[src/rtl/lsq_pkg.sv]
// Shared LSQ allocation types and slot-count helpers.
// Helpers take up to MAX_DISP slots; callers zero-extend narrower groups.
package lsq_pkg;

  localparam int MAX_DISP       = 8;
  localparam int STQ_DEPTH_DFLT = 16;
  localparam int LDQ_DEPTH_DFLT = 16;

  typedef struct packed {
    logic valid;
    logic is_st;
    logic is_ld;
  } LSQ_ALLOC_REQ;

  typedef logic [$clog2(STQ_DEPTH_DFLT):0] stq_ptr_t;
  typedef logic [$clog2(LDQ_DEPTH_DFLT):0] ldq_ptr_t;

  function automatic logic [3:0] popcount(input logic [MAX_DISP-1:0] v);
    logic [3:0] c;
    c = '0;
    for (int j = 0; j < MAX_DISP; j++) c = c + 4'(v[j]);
    return c;
  endfunction

  // Number of set bits strictly below position n.
  function automatic logic [3:0] prefix_cnt(input logic [MAX_DISP-1:0] v, input int n);
    logic [3:0] c;
    c = '0;
    for (int j = 0; j < MAX_DISP; j++) begin
      if (j < n) c = c + 4'(v[j]);
    end
    return c;
  endfunction

endpackage

[src/rtl/lsq_ptr_ring.sv]
// One {wrap,idx} head/tail ring: heads and tails advance by counts, tail reloads on flush.
// Registered pointers, count = tail - head combinationally; no backpressure of its own.
module lsq_ptr_ring #(
  parameter int DEPTH = 16,
  parameter int ADV_W = 3,
  localparam int PW = $clog2(DEPTH) + 1
) (
  input  logic             clk,
  input  logic             rst,
  input  logic [ADV_W-1:0] head_adv,
  input  logic [ADV_W-1:0] tail_adv,
  input  logic             flush_load,
  input  logic [PW-1:0]    flush_val,
  output logic [PW-1:0]    head,
  output logic [PW-1:0]    tail,
  output logic [PW-1:0]    count,
  output logic [PW-1:0]    head_nxt
);

  assign head_nxt = head + PW'(head_adv);
  assign count    = tail - head;

  always_ff @(posedge clk) begin
    if (rst) begin
      head <= '0;
      tail <= '0;
    end else begin
      head <= head_nxt;
      tail <= flush_load ? flush_val : tail + PW'(tail_adv);
    end
  end

endmodule

[src/rtl/lsq_alloc.sv]
// LSQ allocation front end: STQ/LDQ tags and older-store snapshots, same-cycle combinational.
// Free space from registered counts only; LSQ_ALLOC_PARTIAL_EN accepts the fitting prefix, else all-or-nothing.
module lsq_alloc
  import lsq_pkg::*;
#(
  parameter int DISP_WIDTH = 4,
  parameter int STQ_DEPTH  = 16,
  parameter int LDQ_DEPTH  = 16,
  localparam int STQ_W = $clog2(STQ_DEPTH),
  localparam int LDQ_W = $clog2(LDQ_DEPTH),
  localparam int CNT_W = $clog2(DISP_WIDTH + 1)
) (
  input  logic                                  clk,
  input  logic                                  rst,
  input  logic                                  flush,
  input  logic [DISP_WIDTH-1:0]                 disp_valid,
  input  logic [DISP_WIDTH-1:0]                 disp_is_st,
  input  logic [DISP_WIDTH-1:0]                 disp_is_ld,
  output logic [DISP_WIDTH-1:0]                 disp_accept,
  output logic                                  disp_ready,
  output logic [DISP_WIDTH-1:0][STQ_W-1:0]      disp_stq_tag,
  output logic [DISP_WIDTH-1:0][LDQ_W-1:0]      disp_ldq_tag,
  output logic [DISP_WIDTH-1:0][STQ_DEPTH-1:0]  disp_ld_st_mask,
  output logic [DISP_WIDTH-1:0][STQ_W-1:0]      disp_ld_st_yng,
  output logic [DISP_WIDTH-1:0]                 disp_ld_st_none,
  input  logic [CNT_W-1:0]                      st_commit_cnt,
  input  logic                                  st_drain_cnt,
  input  logic [CNT_W-1:0]                      ld_retire_cnt,
  output logic [STQ_W:0]                        stq_count,
  output logic [LDQ_W:0]                        ldq_count,
  output logic [STQ_DEPTH-1:0]                  stq_alloc_mask
);

  localparam int SP = STQ_W + 1;
  localparam int LP = LDQ_W + 1;

  LSQ_ALLOC_REQ                          req [DISP_WIDTH];
  logic [DISP_WIDTH-1:0]                 st_req, ld_req;
  logic [DISP_WIDTH:0][CNT_W-1:0]        st_pre, ld_pre;
  logic [DISP_WIDTH:0][STQ_DEPTH-1:0]    mask_pre;
  logic [SP-1:0] stq_head, stq_tail, stq_head_nxt, stq_cmt, stq_cmt_nxt, stq_free;
  logic [LP-1:0] ldq_head, ldq_tail, ldq_head_nxt, ldq_free;
  logic [DISP_WIDTH-1:0] accept_raw;
  logic                  ready_raw;
  logic [CNT_W-1:0]      acc_st, acc_ld;

  for (genvar i = 0; i < DISP_WIDTH; i++) begin : g_req
    assign req[i]    = '{valid: disp_valid[i], is_st: disp_is_st[i], is_ld: disp_is_ld[i]};
    assign st_req[i] = req[i].valid & req[i].is_st;
    assign ld_req[i] = req[i].valid & req[i].is_ld;
  end

  // Entry i holds the count of slots below i; entry DISP_WIDTH is the group total.
  for (genvar i = 0; i <= DISP_WIDTH; i++) begin : g_pre
    assign st_pre[i] = CNT_W'(prefix_cnt(MAX_DISP'(st_req), i));
    assign ld_pre[i] = CNT_W'(prefix_cnt(MAX_DISP'(ld_req), i));
  end

  assign stq_free  = SP'(STQ_DEPTH) - stq_count;
  assign ldq_free  = LP'(LDQ_DEPTH) - ldq_count;
  assign ready_raw = (SP'(st_pre[DISP_WIDTH]) <= stq_free) &&
                     (LP'(ld_pre[DISP_WIDTH]) <= ldq_free);

`ifdef LSQ_ALLOC_PARTIAL_EN
  logic [DISP_WIDTH-1:0] fit;
  for (genvar i = 0; i < DISP_WIDTH; i++) begin : g_fit
    assign fit[i] = (SP'(st_pre[i+1]) <= stq_free) && (LP'(ld_pre[i+1]) <= ldq_free);
  end
  assign accept_raw = disp_valid & fit;
`else
  assign accept_raw = disp_valid & {DISP_WIDTH{ready_raw}};
`endif

  assign disp_accept = flush ? '0 : accept_raw;
  assign disp_ready  = ready_raw & ~flush;
  assign acc_st      = CNT_W'(popcount(MAX_DISP'(disp_accept & st_req)));
  assign acc_ld      = CNT_W'(popcount(MAX_DISP'(disp_accept & ld_req)));

  for (genvar e = 0; e < STQ_DEPTH; e++) begin : g_alloc
    logic [STQ_W-1:0] off;
    assign off               = STQ_W'(e) - stq_head[STQ_W-1:0];
    assign stq_alloc_mask[e] = SP'(off) < stq_count;
  end

  // Each load sees the allocated ring plus the stores ahead of it in this group.
  assign mask_pre[0] = stq_alloc_mask;
  for (genvar i = 0; i < DISP_WIDTH; i++) begin : g_slot
    assign disp_stq_tag[i]    = stq_tail[STQ_W-1:0] + STQ_W'(st_pre[i]);
    assign disp_ldq_tag[i]    = ldq_tail[LDQ_W-1:0] + LDQ_W'(ld_pre[i]);
    assign mask_pre[i+1]      = mask_pre[i] |
                                (st_req[i] ? (STQ_DEPTH'(1) << disp_stq_tag[i]) : '0);
    assign disp_ld_st_mask[i] = mask_pre[i];
    assign disp_ld_st_none[i] = (stq_count == '0) && (st_pre[i] == '0);
    assign disp_ld_st_yng[i]  = disp_ld_st_none[i] ? '0 :
                                stq_tail[STQ_W-1:0] - STQ_W'(1) + STQ_W'(st_pre[i]);
  end

  assign stq_cmt_nxt = stq_cmt + SP'(st_commit_cnt);

  always_ff @(posedge clk) begin
    if (rst) stq_cmt <= '0;
    else     stq_cmt <= stq_cmt_nxt;
  end

  lsq_ptr_ring #(.DEPTH(STQ_DEPTH), .ADV_W(CNT_W)) u_stq_ring (
    .clk        (clk),
    .rst        (rst),
    .head_adv   (CNT_W'(st_drain_cnt)),
    .tail_adv   (acc_st),
    .flush_load (flush),
    .flush_val  (stq_cmt_nxt),
    .head       (stq_head),
    .tail       (stq_tail),
    .count      (stq_count),
    .head_nxt   (stq_head_nxt)
  );

  lsq_ptr_ring #(.DEPTH(LDQ_DEPTH), .ADV_W(CNT_W)) u_ldq_ring (
    .clk        (clk),
    .rst        (rst),
    .head_adv   (ld_retire_cnt),
    .tail_adv   (acc_ld),
    .flush_load (flush),
    .flush_val  (ldq_head_nxt),
    .head       (ldq_head),
    .tail       (ldq_tail),
    .count      (ldq_count),
    .head_nxt   (ldq_head_nxt)
  );

  a_stq_order: assert property (@(posedge clk) disable iff (rst)
    (SP'(stq_cmt - stq_head) <= stq_count) && (stq_count <= SP'(STQ_DEPTH)));
  a_stq_adv: assert property (@(posedge clk) disable iff (rst)
    SP'(stq_cmt_nxt - stq_head_nxt) <= SP'(stq_tail - stq_head_nxt));
  a_ldq_adv: assert property (@(posedge clk) disable iff (rst)
    (LP'(ldq_head_nxt - ldq_head) <= ldq_count) && (LP'(ldq_tail - ldq_head) <= LP'(LDQ_DEPTH)));

endmodule

[config.mk]
export PLATFORM = sky130hd
export DESIGN_NAME = lsq_alloc
export DESIGN_NICKNAME = d
export VERILOG_FILES = /design/src/rtl/lsq_pkg.sv /design/src/rtl/lsq_ptr_ring.sv /design/src/rtl/lsq_alloc.sv
export SDC_FILE = /design/constraint.sdc
export NUM_CORES = 1
export LEC_CHECK = 0
export CAP_MARGIN = 20
export CORE_ASPECT_RATIO = 1.1
export CORE_MARGIN = 3
export CORE_UTILIZATION = 52
export DETAILED_ROUTE_END_ITERATION = 12
export PLACE_DENSITY = 0.95
export REMOVE_ABC_BUFFERS = 1
export SYNTH_ARGS = -nofsm -noshare
export SYNTH_HDL_FRONTEND = slang
export SYNTH_SLANG_ARGS = --single-unit
[constraint.sdc]
create_clock -name clk -period 9.7 [get_ports clk]
set_input_delay 1.94 -clock clk [delete_from_list [all_inputs] [get_ports clk]]
set_output_delay 1.94 -clock clk [all_outputs]
set_load 0.01 [all_outputs]
==> impl_results.md, run 1 <==
* Status: finished, final reports clean
* I/O pin count at around 170
* WP data arrival at around 6000 ps
* Sequential share of the synthesized area at a little under a tenth
* Max Clock Freq at around 120 MHz
* # rows at 37
* Crit Path Max Fanout at 13
* Die area at between 0.01 and 0.015 mm^2
* Clk buf depth at 2
* First-pass GRT wire length at around 25 mm
* CP Launch Type: input port
* Peak supply drop at 0.177 mV
* Yosys warning count at 0
* Number of unique standard cell types used by synthesis at 51
* Fin nets at between 900 and 1000
* # port buffers at ~170
* Antenna diodes at 0
* Critical path cell sequence: clkdlybuf4s50_1, and2_1, fa_1, ha_1, inv_1, fa_1, inv_1, ha_1, nor2b_1, o21ai_0, nand2b_1, a41o_1, a211oi_1, clkdlybuf4s50_1
* Clock root cell: clkbuf_8
* Max-Cap Viols at 0
* Vias in the first global route at ~5200
* Routed Antenna Nets at 0
* Final worst slack at about 1600 ps
* Register clock-pin slew on the reported worst setup and hold paths at 80 ps
* Final instance area at just under 0.007 mm^2
* #FFs+latches synth at 25
* Post-CTS Resized at 0
* Routed WL per cell at about 17 um
* RSZ-0062 raised after global routing: no
* Initial Util at 54.7%
* Worst slew margin at 34.7%
* Grt total ovfl at 0
* Leak at approximately 3.3 nW
* Dpl cell area at 0.00683 mm^2
* CTS Buf Count at 3
* Final Slew Violations at 0
* Placer Congestion at 0.953
* Syn Inst Count at 648
* Synth Cell Area at 0.00524 mm^2
* Final hold viol count at 0
* WP buf/inv at 4
* Share of cells above drive strength 1 at between 5 and 6%
* Total Neg Setup Slack at 0 ps
* All-layer global routing usage at between 20% and 30%
* Worst Skew at roughly 5.3 ps
* Pwr Density at about 310 mW/mm^2
* Syn avg cell area at roughly 8.1 um^2
* Setup bufs post-CTS at 0
* Core Util, Final at a little over 70%
* H-tree depth at 1
* Area grow syn2layout at 31.1%
* Critical path data required time at about 7800 ps
* CTS tree: done
* DRT iter0 DRCs at between 200 and 300
* Pre-antenna DRT Iters at 5
* Core Area at 0.00958 mm^2
* Clock Latency Late Sink at 270 ps
* Via count at approximately 5000
* Die height at between 100 and 150 um
* DIE WIDTH at a little over 100 um
* Residual DRC at 0
* Post-DP HPWL at ~13 mm
* Top cells by area, synth: ha_1 26%, dfxtp_1 9.5%, inv_1 8.0%
* Drt total wl at approximately 15 mm
* Worst Setup Path Type: in2out
* Slowest Stage Delay on Critical Path at approximately 670 ps
* Slew @ Worst Pin at between 900 and 1000 ps
* Worst Hold Margin at 550 ps
* Crit share post-route at a little over four fifths
* Final min period at 8070 ps
* Yosys top cell by area: ha_1
* Vias per cell at ~5.5
* Hold Buf Count CTS at 0
* Slowest CP cell: fa_1
* Sink Count at 25
* Largest net degree at the start of global routing at 25
* Setup crit end kind: output port
* Worst min-delay path category: reg2reg
* Yosys top cell area share at 25.5%
* Initial antenna violation count at 0
* Final Setup Violations at 0
* Pre-CTS setup slack at 1640 ps
* CP delay by family, top: adder cells
power breakdown:
group          internal (W)  total [W]  switching (W)
Sequential         0.000119   0.000158      0.0000388
Clock             0.0000287  0.0000608      0.0000321
Combinational      0.000977    0.00193       0.000957
Total               0.00113    0.00215        0.00103
cells in the mapped netlist (all sizes together):
cell type / n
inv: 114
ha: 107
nand2: 54
nor2: 47
o21ai: 36
xnor2: 33
a211oi: 30
buf: 29
dfxtp: 25
a21oi: 18
fa: 18
xor2: 18
nor2b: 16
o221ai: 16
a21o: 15
clkbuf: 13
nand3: 8
nor3: 7
nand2b: 6
o21a: 6
or3: 5
and2: 4
mux2i: 4
a21bo: 2
a31oi: 2
and3: 2
or2: 2
a21boi: 1
a2bb2oi: 1
a311o: 1
a41o: 1
and3b: 1
nand3b: 1
nor4b: 1
o22a: 1
o2bb2ai: 1
xnor3: 1
xor3: 1
registers in the layout (all words and copies together) (netlist names):
| name | flops |
|---|---|
| stq_cmt | 5 |
| u_ldq_ring.head | 5 |
| u_ldq_ring.tail | 5 |
| u_stq_ring.head | 5 |
| u_stq_ring.tail | 5 |
worst min-delay path: stages (launching register included):
cell and delay (ps):
dfxtp_1 360, xor2_1 80, nor2_1 70
kinds of logic after synthesis:
logic type	synth area share, %
DFF	9.55
muxes	0.764
AOI/OAI and AO/OA	20.8
xor gates and xnor gates	9.90
buffers and inverters	13.2
adders and majority gates	32.4
and+or+nand+nor	13.3
through the flow:
step,std cells,power (W)
final,898,0.00215
after global routing,898,0.00232
after CTS,898,0.00216
after detailed placement,894,0.00209
after global placement,894,0.00204
after floorplan,606,0.00114
layer usage:
metal | routed length (um) | GRT usage [%] | share of wire, %
met2 | 7890 | 49.5 | 52
met3 | 793 | 2.52 | 5.2
met5 | 0 | 0 | 0
met4 | 339 | 8.16 | 2.2
met1 | 6210 | 33.0 | 41
path summary, 6_finish.rpt:
| kind | startpoint | end | slack [ps] | depth (start not counted) |
|---|---|---|---|---|
| max reg2reg | u_stq_ring.tail[0]$_SDFF_PP0_ | u_ldq_ring.tail[3]$_SDFF_PP0_ | 3620 | 22 |
| min | u_stq_ring.head[4]$_SDFF_PP0_ | u_stq_ring.head[4]$_SDFF_PP0_ | 550 | 2 |
| min reg2reg | u_stq_ring.head[4]$_SDFF_PP0_ | u_stq_ring.head[4]$_SDFF_PP0_ | 550 | 2 |
| max | disp_valid[0] | disp_accept[0] | 1630 | 14 |
cell type report:
type,count,area (um^2)
multi-input combinational,467,4050
fill,704,2710
timing repair buffer,171,1700
sequential,25,500
inverter,114,430
tap,117,146
clock buffer,3,41.3
clock inverter,1,5.00
cell usage in the layout (no fill, tap or decap), types with 15 or more instances in the layout:
cell type	synthesis	final
a211oi_2	15	15
a21o_1	15	15
a21oi_1	17	17
clkdlybuf4s50_1	0	168
dfxtp_1	25	25
fa_1	18	18
ha_1	107	107
inv_1	112	112
nand2_1	54	54
nor2_1	47	47
nor2b_1	16	16
o21ai_0	32	32
o221ai_1	15	15
xnor2_1	32	32
xor2_1	17	17
No activity file was read; power rests on OpenSTA's default activity.
==> run 2: changes to the inputs <==
--- a/config.mk
+++ b/config.mk
@@ -8,9 +8,9 @@
 export CAP_MARGIN = 20
 export CORE_ASPECT_RATIO = 1.1
 export CORE_MARGIN = 3
-export CORE_UTILIZATION = 52
+export CORE_UTILIZATION = 44
 export DETAILED_ROUTE_END_ITERATION = 12
-export PLACE_DENSITY = 0.95
+export PLACE_DENSITY = 0.92
 export REMOVE_ABC_BUFFERS = 1
 export SYNTH_ARGS = -nofsm -noshare
 export SYNTH_HDL_FRONTEND = slang
==> constraint.sdc (replaced) <==
create_clock -name clk -period 6.9 [get_ports clk]
set_input_delay 1.38 -clock clk [delete_from_list [all_inputs] [get_ports clk]]
set_output_delay 1.38 -clock clk [all_outputs]
set_load 0.01 [all_outputs]
==> run 2 against run 1 <==
Net effect:
- worst hold slack about the same
- utilization shrank 11 points
- sequential power up 32%
- largest power group unchanged
- highest routed layer unchanged
==> impl_results.md, run 2 (synthesis results as in run 1) <==
* # port buffers at approximately 170
* Vias per cell at approximately 5.3
* WP buf/inv at 4
* Largest net degree at the start of global routing at 25
* Crit Path Max Fanout at 13
* Setup crit end kind: output port
* Pwr Density at 440 mW/mm^2
* Initial Util at around 45%
* Fill cells at 969
* Pre-antenna DRT Iters at 5
* Core Util, Final at roughly three fifths
* Pre-CTS setup slack at -73.1 ps
* Slowest CP cell: fa_1
* Hold Buf Count CTS at 0
* WP data arrival at roughly 5400 ps
* Max-Cap Viols at 0
* CTS tree: done
* Cell Count, Final, Fillers Out at approximately 940
* Most frequent cells in the layout: 168 x clkdlybuf4s50_1, 112 x inv_1, 107 x ha_1, 54 x nand2_1, 47 x nor2_1
* Placer Congestion at ~0.93
* Fin nets at around 940
* Grt total ovfl at 0
* Crit share post-route at a little over nine tenths
* I/O pin count at around 170
* DIE WIDTH at about 110 um
* # rows at 41
* Worst Skew at between 4 and 5 ps
* Core Area at ~0.012 mm^2
* Critical path data required time at ~5500 ps
* Routed WL per cell at 16.2 um
* Final Setup Violations at 0
* Post-DP HPWL at roughly 13 mm
* Die area at roughly 0.013 mm^2
* Share of cells above drive strength 1 at between 6 and 7%
* All-layer global routing usage at between 20% and 30%
* Worst Setup Path Type: in2out
* Final hold viol count at 0
* Status: finished, final reports clean
* Register clock-pin slew on the reported worst setup and hold paths at roughly 60 ps
* Final worst slack at 173 ps
* Final min period at roughly 6700 ps
* Slowest Stage Delay on Critical Path at between 600 and 700 ps
* DRT iter0 DRCs at about 340
* CP Launch Type: input port
* Slew @ Worst Pin at 948 ps
* Drt total wl at around 15 mm
* Clock Latency Late Sink at 260 ps
* H-tree depth at 1
* Leak at 3.36 nW
* Die height at 120 um
* Peak supply drop at 0.249 mV
* Dpl cells at just over 900
* Worst min-delay path category: reg2reg
* Vias in the first global route at just over 5000
* Antenna diodes at 0
* RSZ-0062 raised after global routing: no
* Via count at just under 5000
* Clock root cell: clkbuf_16
* Routed Antenna Nets at 0
* CTS Buf Count at 3
* CP delay by family, top: adder cells
* Max Clock Freq at roughly 150 MHz
* Area grow syn2layout at 33.9%
* Final Slew Violations at 0
* First-pass GRT wire length at ~25 mm
* Worst slew margin at between 30% and 40%
* Most common cell after layout, fill and taps aside: clkdlybuf4s50_1
* Clk buf depth at 2
* Sink Count at 25
* Critical path cell sequence: clkdlybuf4s50_1, and2_1, fa_1, ha_1, inv_1, fa_1, inv_1, ha_1, nor2b_1, o21ai_0, nand2b_1, a41o_2, a211oi_1, clkdlybuf4s50_1
* Initial antenna violation count at 0
* Residual DRC at 0
## run 2: cell count changes in the layout (fill, tap and decap cells not counted), sizes merged
cell and delta:
buf +8, clkbuf +1, clkinv -1
## run 2: layout make-up
type / count / area, um^2 / share of cell area, %
multi-input combinational: 467 / 4060 / 57.8
timing repair buffer: 179 / 1760 / 25.1
sequential: 25 / 500 / 7.13
inverter: 114 / 430 / 6.13
tap: 150 / 188 / 2.67
clock buffer: 4 / 78.8 / 1.12
## run 2: worst min-delay path, delay by kind of cell (launching register included)
kind	cells	cell delay [ps]
flip-flops	1	340
AND/OR/NAND/NOR	1	80
XOR/XNOR	1	100
## run 2: final timing paths
check                           startpoint                             to  slack (ps)  cells past startpoint
min                  stq_cmt[3]$_SDFF_PP0_          stq_cmt[3]$_SDFF_PP0_         550                      2
max                          disp_valid[0]                 disp_accept[1]         170                     14
min reg2reg          stq_cmt[3]$_SDFF_PP0_          stq_cmt[3]$_SDFF_PP0_         550                      2
max reg2reg  u_stq_ring.tail[0]$_SDFF_PP0_  u_ldq_ring.tail[3]$_SDFF_PP0_         940                     22
## run 2: repair_timing
| item | 4_1_cts | 5_1_grt |
|---|---|---|
| resized for setup | 0 | 3 |
| setup buffers | 0 | 0 |
| setup endpoints to repair | 0 | 7 |
## run 2: power breakdown
group | leakage (nW) | internal [W] | switching [W]
registers | 0.206 | 0.000167 | 0.0000418
clock network | 0.0382 | 0.0000788 | 0.0000473
logic | 3.11 | 0.00139 | 0.00137
## run 2: metrics by stage
step	setup TNS [ps]	total power, W	hold WS, ps	instance area [um^2]
2_1_floorplan	0	0.00160	487	4980
3_3_place_gp	0	0.00288	521	6930
3_5_place_dp	-139	0.00294	532	6930
4_1_cts	0	0.00308	552	7010
5_1_grt	0	0.00333	582	7020
6_report	0	0.00309	550	7020
## run 2: layer usage
metal	part of all wire [%]	track usage [%]	vias to the layer above
met5	0	0	-
met4	3.6	9.20	0
met3	5.5	2.56	48
met2	51	40.7	189
met1	40	27.2	2296
li1	-	-	2405
==> patch 1: new RTL, config.mk and constraints of run 1 <==
Add a define of `LSQ_ALLOC_PARTIAL_EN`.
--- a/src/rtl/lsq_alloc.sv
+++ b/src/rtl/lsq_alloc.sv
@@ -1,5 +1,7 @@
 // LSQ allocation front end: STQ/LDQ tags and older-store snapshots, same-cycle combinational.
 // Free space from registered counts only; LSQ_ALLOC_PARTIAL_EN accepts the fitting prefix, else all-or-nothing.
+`define LSQ_ALLOC_PARTIAL_EN
+
 module lsq_alloc
   import lsq_pkg::*;
 #(
Function: changed (Yosys sat finds a counterexample within 4 cycles, from zero or initial values and one cycle with rst high).
==> patch 1 against run 1 <==
- sequential cell count unchanged
- power decreased by 1.5%
- clock skew down 0.0011 ns
- largest power group unchanged
- largest cell class unchanged
- non-clock buffer count fell by 1
- routed wire length grew 6.0%
- area after synthesis is 4.1% higher
- cell count is 8.2% higher
- cell area is 4.0% higher
- setup slack better by 0.0047 ns
==> patch 1: results (changes against run 1) <==
Cell types with the largest area share after synthesis: ha_1 (28%), dfxtp_1 (9.2%), inv_1 (7.2%) (was ha_1 (26%), dfxtp_1 (9.5%), inv_1 (8.0%)). The tools report the wire length on met1 as 6310 um (was 6210 um). Area share of buffers outside the clock network: 0.237 (was 0.248). The run gives 0.264 (was 0.271) as the overall track demand over capacity in global routing.

The run finished with clean final reports. The peak supply drop is 0.000170 V (was 0.000177 V), and the slack of the worst reg-to-reg path is 3.30 ns (was 3.62 ns). The number of clock buffer instances in the layout is 3 (unchanged). The number of nets in the layout is 993 (was 929), and the highest clock rate is 124 MHz (about the same). The highest cell delay on the worst timing path works out to 0.65 ns (was 0.67 ns).

The run gives 0.549 ns (was 0.550 ns) as the post-route worst hold slack. The adder-cell share of the synthesized area is 0.341 (was 0.324). The logs give 248 (was 280) for the initial detailed-routing violation count and 1050 um (was 793 um) for the wire length on met3.

Number of global-route vias before repair: 5551 (was 5228). The fraction of synthesized area in multiplexers is 0.00734 (was 0.00764). The share of the synthesized netlist area taken by xor and xnor gates came out at 0.0915 (was 0.0990). The cell count after synthesis is 694 (was 648), and the average wire per cell in the routed design is 16.6 um (was 17.0 um).

The multi-input gate count is 527 (was 467). For the post-place instance area, the log shows 7100 um2 (was 6830 um2). The power density over the cells works out to 297 nW/um2 (was 313 nW/um2). Most instantiated cells after synthesis: ha_1 (120), inv_1 (104), nand2_1 (59) (was inv_1 (112), ha_1 (107), nand2_1 (54)). The compound-cell area share of the yosys netlist works out to 0.185 (was 0.208). The relative contribution of combinational cells to total power is 0.898 (about the same).

For the number of library cell types mapped by synthesis, the log shows 53 (was 51). The final cell utilization of the core was 0.713 (was 0.717); the multi-input gate share of total cell area was 0.606 (was 0.589). Amount of wire on met2 after detailed routing: 8270 um (was 7890 um).

The start point of the worst hold path was stq_cmt[3]$_SDFF_PP0_ (was u_stq_ring.head[4]$_SDFF_PP0_). For the worst slack after detailed placement, the log shows 1.68 ns (was 1.64 ns). The area fraction of clock buffers and clock inverters was 0.00683 (was 0.00673); the number of rows in the core area was 38 (was 37). Final worst clock skew: 0.00418 ns (was 0.00531 ns).

The fraction of met3 tracks used by global routing was 0.0492 (was 0.0252); the fraction of final layout cells with drive strength greater than 1 was 0.0288 (was 0.0538). The worst-margin pin slew is 1.03 ns (was 0.965 ns), and the post-detailed-routing wire length is 16100 um (was 15200 um). The logs give 26200 um (was 25300 um) for the global-route wire length before repair and 0.283 (was 0.330) for the global routing usage on met1. The count of buffers not belonging to the clock network in the layout is 170 (was 171), and the number of non-clock inverters is 106 (was 114).

The post-DP HPWL was 13800 um (was 12900 um); the detailed-route vias per instance was 5.56 (was 5.55). The final weighted congestion in routability-driven placement came out at 0.990 (was 0.953). The net switching power of the design is 1.02 mW (was 1.03 mW), and the largest fanout on the critical path is 7 (was 13). The run gives 770 (was 704) as the number of filler instances in the final layout. Sequential element share of the synthesized area: 0.0917 (was 0.0955).
-- patch 1: changes by cell type after synthesis, moves of 5 or more --
cell / before / now
a2111oi_0: 0 / 6
a211oi_2: 15 / 9
a211oi_4: 9 / 0
clkbuf_1: 13 / 8
ha_1: 107 / 120
inv_1: 112 / 104
nand2_1: 54 / 59
nand3_1: 8 / 19
nor2_1: 47 / 57
o211ai_1: 0 / 9
o21a_1: 6 / 11
o221ai_1: 15 / 9
-- patch 1: path summary, 6_finish.rpt --
check                                   to  depth (start not counted)
max                         disp_accept[3]                         15
min                  stq_cmt[3]$_SDFF_PP0_                          2
max reg2reg  u_stq_ring.tail[3]$_SDFF_PP0_                         20
min reg2reg          stq_cmt[3]$_SDFF_PP0_                          2
-- patch 1: worst min-delay path, cell delays in order, from the launching register on --
cell     delay [ns]
dfxtp_1        0.35
xor2_1         0.09
nor2_1         0.08
==> patch 2: new RTL, config.mk and constraints of run 1 <==
Without the edit above. Make the reset (`rst`) asynchronous in 2 clocked blocks.
--- a/src/rtl/lsq_ptr_ring.sv
+++ b/src/rtl/lsq_ptr_ring.sv
@@ -20,7 +20,7 @@
   assign head_nxt = head + PW'(head_adv);
   assign count    = tail - head;
 
-  always_ff @(posedge clk) begin
+  always_ff @(posedge clk or posedge rst) begin
     if (rst) begin
       head <= '0;
       tail <= '0;
--- a/src/rtl/lsq_alloc.sv
+++ b/src/rtl/lsq_alloc.sv
@@ -97,7 +97,7 @@
 
   assign stq_cmt_nxt = stq_cmt + SP'(st_commit_cnt);
 
-  always_ff @(posedge clk) begin
+  always_ff @(posedge clk or posedge rst) begin
     if (rst) stq_cmt <= '0;
     else     stq_cmt <= stq_cmt_nxt;
   end
Function: differs if rst is asserted again (counterexample within 4 cycles, from zero or initial values and one cycle with rst high); with rst held inactive, the same outputs for 4 cycles.
==> patch 2 against run 1 <==
- sequential cell count unchanged
- area after synthesis down 5.9%
- sequential share of layout area up 2.3 points
- cell area down 4.8%
- routed wire length down 2.4%
- setup slack better by 0.070 ns
- cell count down 8.0%
- hold slack worse by 0.043 ns
- maximum frequency up 0.88%
Power is left out: the tool's default activity adds up to more than one toggle a clock period on the data nets, which glitch-free logic cannot reach.
==> patch 2: results (changes against run 1) <==
The startpoint of the lowest-slack register-to-register path is u_stq_ring.tail[0]$_DFF_PP0_ (was u_stq_ring.tail[0]$_SDFF_PP0_). The number of global-route vias before repair came out at 4872 (was 5228). The fraction of registers with async set/reset was 1.00 (was 0); the compound-cell area share of the yosys netlist was 0.171 (was 0.208). The number of library cell types mapped by synthesis was 42 (was 51); the initial detailed-routing violation count was 189 (was 280). The flow ran to the end, and the final reports show no timing, DRC or antenna violations. The post-route worst hold slack is 0.507 ns (was 0.550 ns), and the data arrival time at the worst-slack endpoint is 6.06 ns (was 6.13 ns).

The slack of the worst reg-to-reg path is 3.78 ns (was 3.62 ns), and the adder-cell share of the synthesized area is 0.342 (was 0.324). Worst reg2reg path depth: 19 (was 22). The predominant post-synthesis flop cell was dfrtp_1 (was dfxtp_1). The share of the synthesized netlist area taken by xor and xnor gates was 0.102 (was 0.0990). The logs give 23500 um (was 25300 um) for the global-route wire length before repair and 0.269 (was 0.271) for the overall track demand over capacity in global routing. The cell with the biggest individual delay on the critical path was o21ai_1 (was fa_1). The post-place instance area was 6500 um2 (was 6830 um2); the depth of the worst hold-timing path was 1 (was 2). For the number of nets in the layout, the log shows 859 (was 929). The worst slew margin relative to its limit was 0.312 (was 0.347); the final weighted congestion in routability-driven placement was 0.996 (was 0.953).

Cell types with the largest area share after synthesis: ha_1 (27%), dfrtp_1 (13%), fa_1 (7.3%) (was ha_1 (26%), dfxtp_1 (9.5%), inv_1 (8.0%)). The highest cell delay on the worst timing path is 0.69 ns (was 0.67 ns), and the fraction of synthesized area in multiplexers is 0.0157 (was 0.00764). The hold path endpoint is stq_cmt[3]$_DFF_PP0_ (was u_stq_ring.head[4]$_SDFF_PP0_).

The largest net degree at the start of global routing came out at 34 (was 25). Most instantiated cells after synthesis: ha_1 (106), inv_1 (85), xnor2_1 (41) (was inv_1 (112), ha_1 (107), nand2_1 (54)).
## patch 2: stage by stage
stage / std cells / setup slack [ns] / utilization
after global routing: 826 / 1.47 / 0.723
after floorplan: 539 / 2.89 / -
after CTS: 826 / 1.74 / 0.723
after global placement: 822 / 1.90 / 0.718
after detailed placement: 822 / 1.76 / 0.718
final: 826 / 1.70 / 0.723
## patch 2: layout make-up
type                    count  area share
clock buffers               3     0.00631
clock inverters             1     0.00115
inverters                  86      0.0493
multi-input cells         428       0.568
flip-flops and latches     25      0.0956
well taps                 114      0.0218
repair buffers            169       0.258
## patch 2: layer usage
| metal | GRT usage | vias up | part of all wire |
|---|---|---|---|
| met2 | 0.494 | 152 | 0.53 |
| met5 | 0 | - | 0 |
| met3 | 0.0252 | 48 | 0.044 |
| met4 | 0.116 | 0 | 0.035 |
| li1 | - | 2195 | - |
| met1 | 0.318 | 2240 | 0.39 |
